===== src/rtl/chk_arb_if.sv =====
// Checker-arbiter bus: requester vectors in, one held report plus counters out.
// Carries no state of its own; timing is set entirely by the arbiter.
// Downstream backpressure travels on chk_arb_rdy_ip.
interface chk_arb_if #(
  parameter int REQS  = 8,
  parameter int CNT_W = 16,
  parameter int ID_W  = $clog2(REQS)
);
  logic [REQS-1:0]  chk_arb_req_ip;
  logic [REQS-1:0]  chk_arb_err_ip;
  logic [CNT_W-1:0] chk_arb_limit_ip;
  logic             chk_arb_rdy_ip;
  logic [REQS-1:0]  chk_arb_gnt_op;
  logic             chk_arb_vld_op;
  logic [ID_W-1:0]  chk_arb_id_op;
  logic             chk_arb_iserr_op;
  logic [CNT_W-1:0] chk_arb_rpt_cnt_op;
  logic [CNT_W-1:0] chk_arb_err_cnt_op;
  logic             chk_arb_finish_op;

  // Requester/reporter side drives requests and readiness.
  modport master (
    output chk_arb_req_ip, chk_arb_err_ip, chk_arb_limit_ip, chk_arb_rdy_ip,
    input  chk_arb_gnt_op, chk_arb_vld_op, chk_arb_id_op, chk_arb_iserr_op,
    input  chk_arb_rpt_cnt_op, chk_arb_err_cnt_op, chk_arb_finish_op
  );

  // Arbiter side.
  modport slave (
    input  chk_arb_req_ip, chk_arb_err_ip, chk_arb_limit_ip, chk_arb_rdy_ip,
    output chk_arb_gnt_op, chk_arb_vld_op, chk_arb_id_op, chk_arb_iserr_op,
    output chk_arb_rpt_cnt_op, chk_arb_err_cnt_op, chk_arb_finish_op
  );
endinterface


===== src/rtl/chk_arb.sv =====
// Round-robin arbiter collecting checker reports into a one-entry output register with counters.
// Latency: 1 cycle from grant to vld/id/iserr; one report per cycle with rdy held high.
// Backpressure: rdy=0 in HOLD freezes the held report and blocks all grants.
module chk_arb #(
  parameter int REQS  = 8,
  parameter int CNT_W = 16,
  parameter int ID_W  = $clog2(REQS)
) (
  input  logic     chk_arb_clk_ip,
  input  logic     chk_arb_rst_n_ip,
  chk_arb_if.slave bus
);

  typedef enum logic {EMPTY = 1'b0, HOLD = 1'b1} state_t;

  state_t           state_q;
  logic [ID_W-1:0]  ptr_q;
  logic [ID_W-1:0]  id_q;
  logic             iserr_q;
  logic [CNT_W-1:0] rpt_cnt_q;
  logic [CNT_W-1:0] err_cnt_q;
  logic             finish_q;

  logic             cap_ok;
  logic             gnt_any;
  logic [ID_W-1:0]  gnt_idx;
  logic             cap;
  logic             cap_err;
  logic [REQS-1:0]  gnt;
  logic [CNT_W-1:0] rpt_cnt_nxt;
  logic [CNT_W-1:0] err_cnt_nxt;
  logic             finish_nxt;
  logic [ID_W-1:0]  ptr_nxt;

  // Round-robin search: first set request at or after the pointer, wrapping at REQS-1.
  always_comb begin
    int idx;
    gnt_any = 1'b0;
    gnt_idx = '0;
    idx     = 0;
    for (int k = 0; k < REQS; k++) begin
      idx = int'(ptr_q) + k;
      if (idx >= REQS) idx = idx - REQS;
      if (!gnt_any && bus.chk_arb_req_ip[idx]) begin
        gnt_any = 1'b1;
        gnt_idx = ID_W'(idx);
      end
    end
  end

  // Capture is only possible when the output slot frees up this cycle and the run
  // has not been ended; reset is folded in so gnt is quiet while rst_n is low.
  assign cap_ok  = chk_arb_rst_n_ip && !finish_q && ((state_q == EMPTY) || bus.chk_arb_rdy_ip);
  assign cap     = cap_ok && gnt_any;
  assign cap_err = bus.chk_arb_err_ip[gnt_idx];
  assign gnt     = cap ? ({{(REQS-1){1'b0}}, 1'b1} << gnt_idx) : '0;

  // Counter, finish and pointer next-state; counters saturate instead of wrapping.
  // finish compares against the post-increment error count, so a lowered limit
  // also trips it on the next edge even without a capture.
  always_comb begin
    rpt_cnt_nxt = rpt_cnt_q;
    err_cnt_nxt = err_cnt_q;
    ptr_nxt     = ptr_q;
    if (cap) begin
      if (rpt_cnt_q != '1) rpt_cnt_nxt = rpt_cnt_q + 1'b1;
      if (cap_err && (err_cnt_q != '1)) err_cnt_nxt = err_cnt_q + 1'b1;
      ptr_nxt = (int'(gnt_idx) == REQS - 1) ? '0 : gnt_idx + 1'b1;
    end
    finish_nxt = finish_q ||
                 ((bus.chk_arb_limit_ip != '0) && (err_cnt_nxt >= bus.chk_arb_limit_ip));
  end

  // Output-stage FSM plus all registered state; reset drops any held report.
  always_ff @(posedge chk_arb_clk_ip) begin
    if (!chk_arb_rst_n_ip) begin
      state_q   <= EMPTY;
      ptr_q     <= '0;
      id_q      <= '0;
      iserr_q   <= 1'b0;
      rpt_cnt_q <= '0;
      err_cnt_q <= '0;
      finish_q  <= 1'b0;
    end else begin
      ptr_q     <= ptr_nxt;
      rpt_cnt_q <= rpt_cnt_nxt;
      err_cnt_q <= err_cnt_nxt;
      finish_q  <= finish_nxt;
      case (state_q)
        EMPTY: begin
          if (cap) begin
            state_q <= HOLD;
            id_q    <= gnt_idx;
            iserr_q <= cap_err;
          end
        end
        HOLD: begin
          if (cap) begin
            id_q    <= gnt_idx;
            iserr_q <= cap_err;
          end else if (bus.chk_arb_rdy_ip) begin
            state_q <= EMPTY;
          end
        end
        default: state_q <= EMPTY;
      endcase
    end
  end

  assign bus.chk_arb_gnt_op     = gnt;
  assign bus.chk_arb_vld_op     = (state_q == HOLD);
  assign bus.chk_arb_id_op      = id_q;
  assign bus.chk_arb_iserr_op   = iserr_q;
  assign bus.chk_arb_rpt_cnt_op = rpt_cnt_q;
  assign bus.chk_arb_err_cnt_op = err_cnt_q;
  assign bus.chk_arb_finish_op  = finish_q;

endmodule


===== src/flat_wrapper.sv =====
// flat-port wrapper written by rule: the top's interface ports become plain ports
module chk_arb_flat 
#(
  parameter int REQS  = 8,
  parameter int CNT_W = 16,
  parameter int ID_W  = $clog2(REQS)
)
  (chk_arb_clk_ip, chk_arb_rst_n_ip, bus_chk_arb_req_ip, bus_chk_arb_err_ip, bus_chk_arb_limit_ip, bus_chk_arb_rdy_ip, bus_chk_arb_gnt_op, bus_chk_arb_vld_op, bus_chk_arb_id_op, bus_chk_arb_iserr_op, bus_chk_arb_rpt_cnt_op, bus_chk_arb_err_cnt_op, bus_chk_arb_finish_op);
  chk_arb_if #(.REQS(REQS), .CNT_W(CNT_W), .ID_W(ID_W)) bus_i ();
  input  logic chk_arb_clk_ip;
  input  logic chk_arb_rst_n_ip;
  input wire logic [$bits(bus_i.chk_arb_req_ip)-1:0] bus_chk_arb_req_ip;
  input wire logic [$bits(bus_i.chk_arb_err_ip)-1:0] bus_chk_arb_err_ip;
  input wire logic [$bits(bus_i.chk_arb_limit_ip)-1:0] bus_chk_arb_limit_ip;
  input wire logic [$bits(bus_i.chk_arb_rdy_ip)-1:0] bus_chk_arb_rdy_ip;
  output wire logic [$bits(bus_i.chk_arb_gnt_op)-1:0] bus_chk_arb_gnt_op;
  output wire logic [$bits(bus_i.chk_arb_vld_op)-1:0] bus_chk_arb_vld_op;
  output wire logic [$bits(bus_i.chk_arb_id_op)-1:0] bus_chk_arb_id_op;
  output wire logic [$bits(bus_i.chk_arb_iserr_op)-1:0] bus_chk_arb_iserr_op;
  output wire logic [$bits(bus_i.chk_arb_rpt_cnt_op)-1:0] bus_chk_arb_rpt_cnt_op;
  output wire logic [$bits(bus_i.chk_arb_err_cnt_op)-1:0] bus_chk_arb_err_cnt_op;
  output wire logic [$bits(bus_i.chk_arb_finish_op)-1:0] bus_chk_arb_finish_op;
  assign bus_i.chk_arb_req_ip = bus_chk_arb_req_ip;
  assign bus_i.chk_arb_err_ip = bus_chk_arb_err_ip;
  assign bus_i.chk_arb_limit_ip = bus_chk_arb_limit_ip;
  assign bus_i.chk_arb_rdy_ip = bus_chk_arb_rdy_ip;
  assign bus_chk_arb_gnt_op = bus_i.chk_arb_gnt_op;
  assign bus_chk_arb_vld_op = bus_i.chk_arb_vld_op;
  assign bus_chk_arb_id_op = bus_i.chk_arb_id_op;
  assign bus_chk_arb_iserr_op = bus_i.chk_arb_iserr_op;
  assign bus_chk_arb_rpt_cnt_op = bus_i.chk_arb_rpt_cnt_op;
  assign bus_chk_arb_err_cnt_op = bus_i.chk_arb_err_cnt_op;
  assign bus_chk_arb_finish_op = bus_i.chk_arb_finish_op;
  chk_arb #(.REQS(REQS), .CNT_W(CNT_W), .ID_W(ID_W)) u_core (.chk_arb_clk_ip(chk_arb_clk_ip), .chk_arb_rst_n_ip(chk_arb_rst_n_ip), .bus(bus_i));
endmodule

===== config.mk =====
export PLATFORM = sky130hd
export DESIGN_NAME = chk_arb_flat
export DESIGN_NICKNAME = d
export VERILOG_FILES = /design/src/rtl/chk_arb_if.sv /design/src/rtl/chk_arb.sv /design/src/flat_wrapper.sv
export SDC_FILE = /design/constraint.sdc
export NUM_CORES = 1
export LEC_CHECK = 0
export BUFFER_PORTS_ARGS = -buffer_cell sky130_fd_sc_hd__buf_2
export CAP_MARGIN = 20
export CORE_MARGIN = 2
export CORE_UTILIZATION = 51
export CTS_BUF_LIST = sky130_fd_sc_hd__clkbuf_4 sky130_fd_sc_hd__clkbuf_8
export CTS_CLUSTER_DIAMETER = 40
export DETAILED_ROUTE_END_ITERATION = 10
export PLACE_DENSITY = 0.79
export SYNTH_ARGS = -nofsm -noshare
export SYNTH_HDL_FRONTEND = slang
export SYNTH_SLANG_ARGS = --single-unit

===== constraint.sdc =====
create_clock -name chk_arb_clk_ip -period 6.33 [get_ports chk_arb_clk_ip]
set_input_delay 1.266 -clock chk_arb_clk_ip [delete_from_list [all_inputs] [get_ports chk_arb_clk_ip]]
set_output_delay 1.266 -clock chk_arb_clk_ip [all_outputs]
set_load 0.005 [all_outputs]

* Word-level counts from Yosys, hierarchy flattened
Index checks and enable logic that the tools add are counted.
Word-level totals: register bits after elaboration 41, latch bits 0, RAM bits 0, bits in read-only memories 0, word-level logic and storage cells 132, memories kept 0
Cells by class: $add $sub $neg 18, multiply operators 0, divide/modulo/power cells 0, order comparisons 18, equality and inequality tests 3, shift operators 1, mux-type cells 60, bitwise operators 1, reduce and logical (&&, ||, !) cells 24
Operators by type and width (number):
- $lt A32 B5 Y1 const B | 8
- $mux W32 | 8
- $ge A32 B5 Y1 const B | 7
- $sub A32 B5 Y32 const B | 7
- $add A16 B1 Y16 const B | 2
- $mux W16 | 2
- $ne A16 B16 Y1 const B | 2
- $mux W3 | 10
- $mux W1 | 29
- $bmux W1 S3 | 9
- $add A3 B3 Y4 const B | 4
- $ge A16 B16 Y1 | 1
- $reduce_bool A16 Y1 | 1
- $logic_and A1 B1 Y1 | 12
- $add A3 B2 Y4 const B | 2
- $logic_not A1 Y1 | 8
- $mux W8 | 1
- $shl A1 B3 Y8 const A | 1
- $sub A3 B4 Y5 const B | 1
- $add A3 B1 Y4 const B | 1
- $ge A3 B4 Y1 const B | 1
- $lt A3 B4 Y1 const B | 1
- $add A3 B1 Y3 const B | 1
- $eq A3 B1 Y1 const B | 1
- other kinds (4) | 5

* Longest topological paths before layout
depth after elaboration 35, gate-level depth with buffers 29, gate-level depth less buffers 25

* Worst setup path after synthesis
No wires, ideal clock.
kind in2reg, from input bus_chk_arb_req_ip[1], to register u_core.finish_q, in the netlist u_core.bus.chk_arb_finish_op, arrival time 5825 ps, data required time 6196 ps, setup slack 371 ps, cell stages on the path 24, cells stage by stage mux4_2 > mux2i_2 > nand4_1 > nor3_2 > mux2i_2 > and3_1 > buf_4 > mux2i_1 > a311o_2 > nor2_4 > buf_6 > xnor2_1 > ha_1 > nand2b_1 > a21o_1 > a21o_1 > a21o_1 > a21o_1 > a21o_1 > a21o_1 > a21o_1 > a211oi_1 > o311a_1 > a211oi_1
Between the ends: longest elaborated chain between the ends 33, elaborated cells between the ends (all ways) 63, those cells by class order compare: 1; mux: 44; reduce/logical: 18
Ends and longest elaborated chain:
- from (decl) | line flat_wrapper.sv:12 | input wire logic [$bits(bus_i.chk_arb_req_ip)-1:0] bus_chk_arb_req_ip;
- $bmux W1 S3 | line chk_arb.sv:44 | if (!gnt_any && bus.chk_arb_req_ip[idx]) begin
- $mux W1 (implied by the code) (2 in a row) | line chk_arb.sv:44
- $mux W1 | line chk_arb.sv:44
- $logic_not A1 Y1 | line chk_arb.sv:44
- $logic_and A1 B1 Y1 | line chk_arb.sv:44
- $mux W1 | line chk_arb.sv:44
- $logic_not A1 Y1 | line chk_arb.sv:44
- $logic_and A1 B1 Y1 | line chk_arb.sv:44
- [16 not listed]
- $bmux W1 S3 | line chk_arb.sv:55 | assign cap_err = bus.chk_arb_err_ip[gnt_idx];
- $mux W1 (implied by the code) | line chk_arb.sv:55
- $logic_and A1 B1 Y1 | line chk_arb.sv:67 | if (cap_err && (err_cnt_q != '1)) err_cnt_nxt = err_cnt_q + 1'b1;
- $mux W16 | line chk_arb.sv:67
- $mux W16 * | line chk_arb.sv:65 | if (cap) begin
- $ge A16 B16 Y1 * | line chk_arb.sv:71 | ((bus.chk_arb_limit_ip != '0) && (err_cnt_nxt >= bus.chk_arb_limit_ip));
- $logic_and A1 B1 Y1 * | line chk_arb.sv:71
- $logic_or A1 B1 Y1 * | line chk_arb.sv:70 | finish_nxt = finish_q ||
- to (signal assigned) | line chk_arb.sv:88 | finish_q <= finish_nxt;
- to (decl) | line chk_arb.sv:22 | logic finish_q;
Every way passes the cells marked *; elsewhere a longest branch is shown, timed or not. The select of a mux whose other input is x is not followed. A chain may end at the register's enable or synchronous reset.

* Final worst setup path
from register u_core.ptr_q[0], to register u_core.finish_q, in the netlist u_core.bus.chk_arb_finish_op
Between the ends: longest elaborated chain between the ends 35, elaborated cells between the ends (all ways) 94, those cells by class add/sub: 15; order compare: 9; mux: 52; reduce/logical: 18
Ends and longest elaborated chain:
- from (decl) | line chk_arb.sv:17 | logic [ID_W-1:0] ptr_q;
- from (signal assigned) | line chk_arb.sv:85 | ptr_q <= ptr_nxt;
- branches (longest 31 deep; another with $sub A32 B5 Y32)
- $mux W16 * | line chk_arb.sv:65
- via u_core.err_cnt_nxt[1] | line chk_arb.sv:31 | logic [CNT_W-1:0] err_cnt_nxt;
- $ge A16 B16 Y1 * | line chk_arb.sv:71
- $logic_and A1 B1 Y1 * | line chk_arb.sv:71
- $logic_or A1 B1 Y1 * | line chk_arb.sv:70
Mark *: on every way through the listed nets, which the timed path passes. The select of a mux whose other input is x is not followed.

==> flow_metrics.py <==
metrics = {
    "run_status": {
        "status": "finished, final reports clean",
    },
    "global_routing": {
        "grt_remaining_overflow": 0,
        "grt_first_pass_wirelength_um": 13900,
        "antenna_found_initial": 0,
        "grtUsageTotal": 0.228,
        "first_global_vias": 3031,
        "grt_max_degree": 25,
    },
    "yosys": {
        "yosys.cell_types.count": 65,
        "ys_seq_area_frac": 0.232,
        "ys_dominant_reg_cell": "dfxtp_1",
        "synth.top_cell.area_share": 0.232,
        "ys_seq_elements": 41,
        "syn_area_mm2": 0.00354,
        "synth_edf_count": 0,
        "yosys_warnings": 0,
        "synth.most_common_cell": "dfxtp_1",
        "synth_compound_area_frac": 0.138,
        "synth_cells": 404,
        "yosys-top-cells-area": "dfxtp_1 (23%), ha_1 (9.2%), mux4_2 (7.0%), mux2i_1 (5.4%), xnor2_1 (4.5%)",
        "synth_top_family_by_area": "simple AND/OR/NAND/NOR gates",
        "yosys-top-cells-count": "dfxtp_1 (41), inv_1 (35), nor2_1 (34), nand2_1 (32), ha_1 (26)",
        "syn_nets": 465,
        "synth.avg_cell_area_um2": 8.75,
        "synth.largest_area_cell": "dfxtp_1",
        "synth_xor_area_frac": 0.0740,
        "synthArstFlopShare": 0,
        "muxShareOfSynthArea": 0.171,
        "yosys.area_share.simple": 0.230,
        "yosys.area_share.adder": 0.0920,
    },
    "sta": {
        "finalCritPeriodShare": 0.960,
        "finalCriticalPeriod_ns": 6.08,
        "hold_ws_ns": 0.463,
        "relSlewSlack": 0.634,
        "skew_ns": 0.00921,
        "slew_violations": 0,
        "tightest_slew_ns": 0.542,
        "fmax_mhz": 165,
        "hold_viol_final": 0,
        "finalSetupViolCount": 0,
    },
    "drt": {
        "route.vias.total": 3308,
        "drtIter0Drc": 116,
        "viasPerCell": 5.81,
        "post-route-drc-count": 0,
        "wl_um": 8530,
        "dr.pass1.iters": 4,
        "wl_per_cell_um": 15.0,
        "antenna_left": 0,
    },
    "clocking": {
        "tritoncts": "yes",
        "clk_pin_slew_ns": 0.09,
        "post_cts_buffers": 0,
        "cts_buffers": 5,
        "postCtsHoldBufs": 0,
        "clockRootBuffer": "clkbuf_8",
        "cts_resized": 0,
        "clock_sinks": 41,
        "clk_latency_ns": 0.29,
        "clockBufferDepth": 2,
        "htreeDepth": 2,
    },
    "placement": {
        "dpl.hpwl_um": 6610,
        "dp_cells": 561,
        "port_buffers": 80,
        "place_congestion": 0.938,
        "dpl-instance-area_mm2": 0.00404,
    },
    "run": {
        "cap_violations": 0,
    },
    "critical_path": {
        "r2r_start": "u_core.ptr_q[0]",
        "cp-end-kind": "flip-flop",
        "r2r_cells": 23,
        "reg2reg_to": "u_core.bus.chk_arb_finish_op",
        "crit_required_ns": 6.49,
        "rrSetupSlack_ns": 0.25,
        "critPathKind": "flip-flop to flip-flop",
        "worstPathMaxFanout": 10,
        "startpoint_type": "flip-flop",
        "arrival_ns": 6.24,
    },
    "power": {
        "cellPowerDensity_mw_per_mm2": 356,
        "total_power_uw": 1470,
        "peakVddDrop_uv": 152,
        "cellLeakagePower_uw": 0.00209,
    },
    "hold_path": {
        "holdPathEnd": "u_core.bus.chk_arb_iserr_op",
        "hold_path_depth": 2,
        "min_from": "u_core.bus.chk_arb_iserr_op",
        "min_path_type": "flip-flop to flip-flop",
    },
    "layout": {
        "syn_to_final_growth_pct": 17.1,
        "layout.cells.non_filler": 569,
        "fin_area_mm2": 0.00414,
        "nets": 549,
        "num_antenna_cells": 0,
        "nFillCells": 622,
        "postLayoutCoreUtil": 0.613,
        "final_layout_size_suffix_gt1_frac": 0.284,
        "regArea_um2": 821,
        "multiInputGateArea_mm2": 0.00250,
    },
    "floorplan": {
        "start_util": 0.523,
        "die_area_mm2": 0.00762,
        "core-area_mm2": 0.00676,
        "ios": 81,
        "dieHeight_um": 87.3,
        "rows": 30,
        "die_w_um": 87.3,
    },
}
-- where the power goes --
group | leakage, uW | internal (uW) | switching (uW) | total, uW
logic | 0.00170 | 441 | 548 | 989
registers | 0.000332 | 280 | 20.7 | 301
clock network | 0.0000512 | 88.5 | 93.9 | 182
-- routing by layer --
| layer | vias up | share of wire | GRT usage |
|---|---|---|---|
| met5 | - | 0 | 0 |
| met4 | 0 | 0.020 | 0.0685 |
| met3 | 18 | 0.059 | 0.0445 |
| met2 | 110 | 0.48 | 0.379 |
| met1 | 1557 | 0.44 | 0.298 |
| li1 | 1623 | - | - |
-- layout by cell type, fill, tap and decap left out, drive strengths merged, types with 6 or more instances in the layout --
cell,count
buf,92
dfxtp,41
inv,36
nor2,35
nand2,32
ha,26
mux2i,24
xnor2,18
nand3,14
and3,14
nand4,14
a21o,12
a21oi,12
mux4,11
xor2,11
and2,10
nand2b,9
o21ai,8
a211oi,6
clkbuf,6
mux2,6
-- how the worst max path moves through the flow --
stage                                     start                            to  depth (start not counted)  slack, ns
after floorplan           bus_chk_arb_req_ip[1]  u_core.bus.chk_arb_finish_op                         24       0.37
after global placement    bus_chk_arb_req_ip[1]  u_core.bus.chk_arb_finish_op                         22       0.15
after detailed placement  bus_chk_arb_req_ip[1]  u_core.bus.chk_arb_finish_op                         22      -0.02
after CTS                 bus_chk_arb_req_ip[1]  u_core.bus.chk_arb_finish_op                         22       0.28
after global routing            u_core.ptr_q[0]  u_core.bus.chk_arb_finish_op                         24      -0.08
final                           u_core.ptr_q[0]  u_core.bus.chk_arb_finish_op                         23       0.25
-- sequential cells by signal, indices dropped and copies added (netlist names) --
name and flops:
u_core.bus.chk_arb_err_cnt_op 16, u_core.bus.chk_arb_vld_op 1, u_core.bus.chk_arb_iserr_op 1, u_core.bus.chk_arb_rpt_cnt_op 16
u_core.bus.chk_arb_id_op 3, u_core.bus.chk_arb_finish_op 1, u_core.ptr_q 3
-- stage by stage --
stage	setup WS (ns)	setup TNS, ns
2_1_floorplan	0.371	0
3_3_place_gp	0.154	0
3_5_place_dp	-0.0174	-0.0174
4_1_cts	0.281	0
5_1_grt	-0.0792	-0.0792
6_report	0.252	0
-- worst max-delay path, stage by stage (launching register included) --
cell and delay [ns]:
dfxtp_1 0.34, inv_1 0.08, ha_1 0.52, buf_4 0.22, mux4_2 0.52, mux2_2 0.32, o41ai_1 0.53, a21oi_2 0.13
and3_1 0.30, mux2i_1 0.14, a311o_2 0.44, nor2_4 0.19, mux2_4 0.32, ha_1 0.27, a21o_1 0.15, a21o_1 0.16
a21o_1 0.16, a21o_1 0.17, a21o_1 0.17, a21o_1 0.17, a21o_1 0.17, a211oi_1 0.22, o311a_1 0.18, a211oi_1 0.05
-- final cells by class --
class,count,area share
tap,80,0.0242
sequential,41,0.198
inverter,36,0.0326
clock buffer,6,0.0199
clock inverter,2,0.00332
timing repair buffer,92,0.118
multi-input combinational,312,0.603
-- logic make-up (layout without fill, tap and decap cells) --
group	after synthesis	in the layout
buffers and inverters	51	136
AND/OR/NAND/NOR	151	151
AO/OA/AOI/OAI	65	65
flip-flops	41	41
XOR/XNOR	29	29
adder cells (fa/ha/maj)	26	26
multiplexers	41	41
Note: power is estimated with default switching activity, not from simulation.
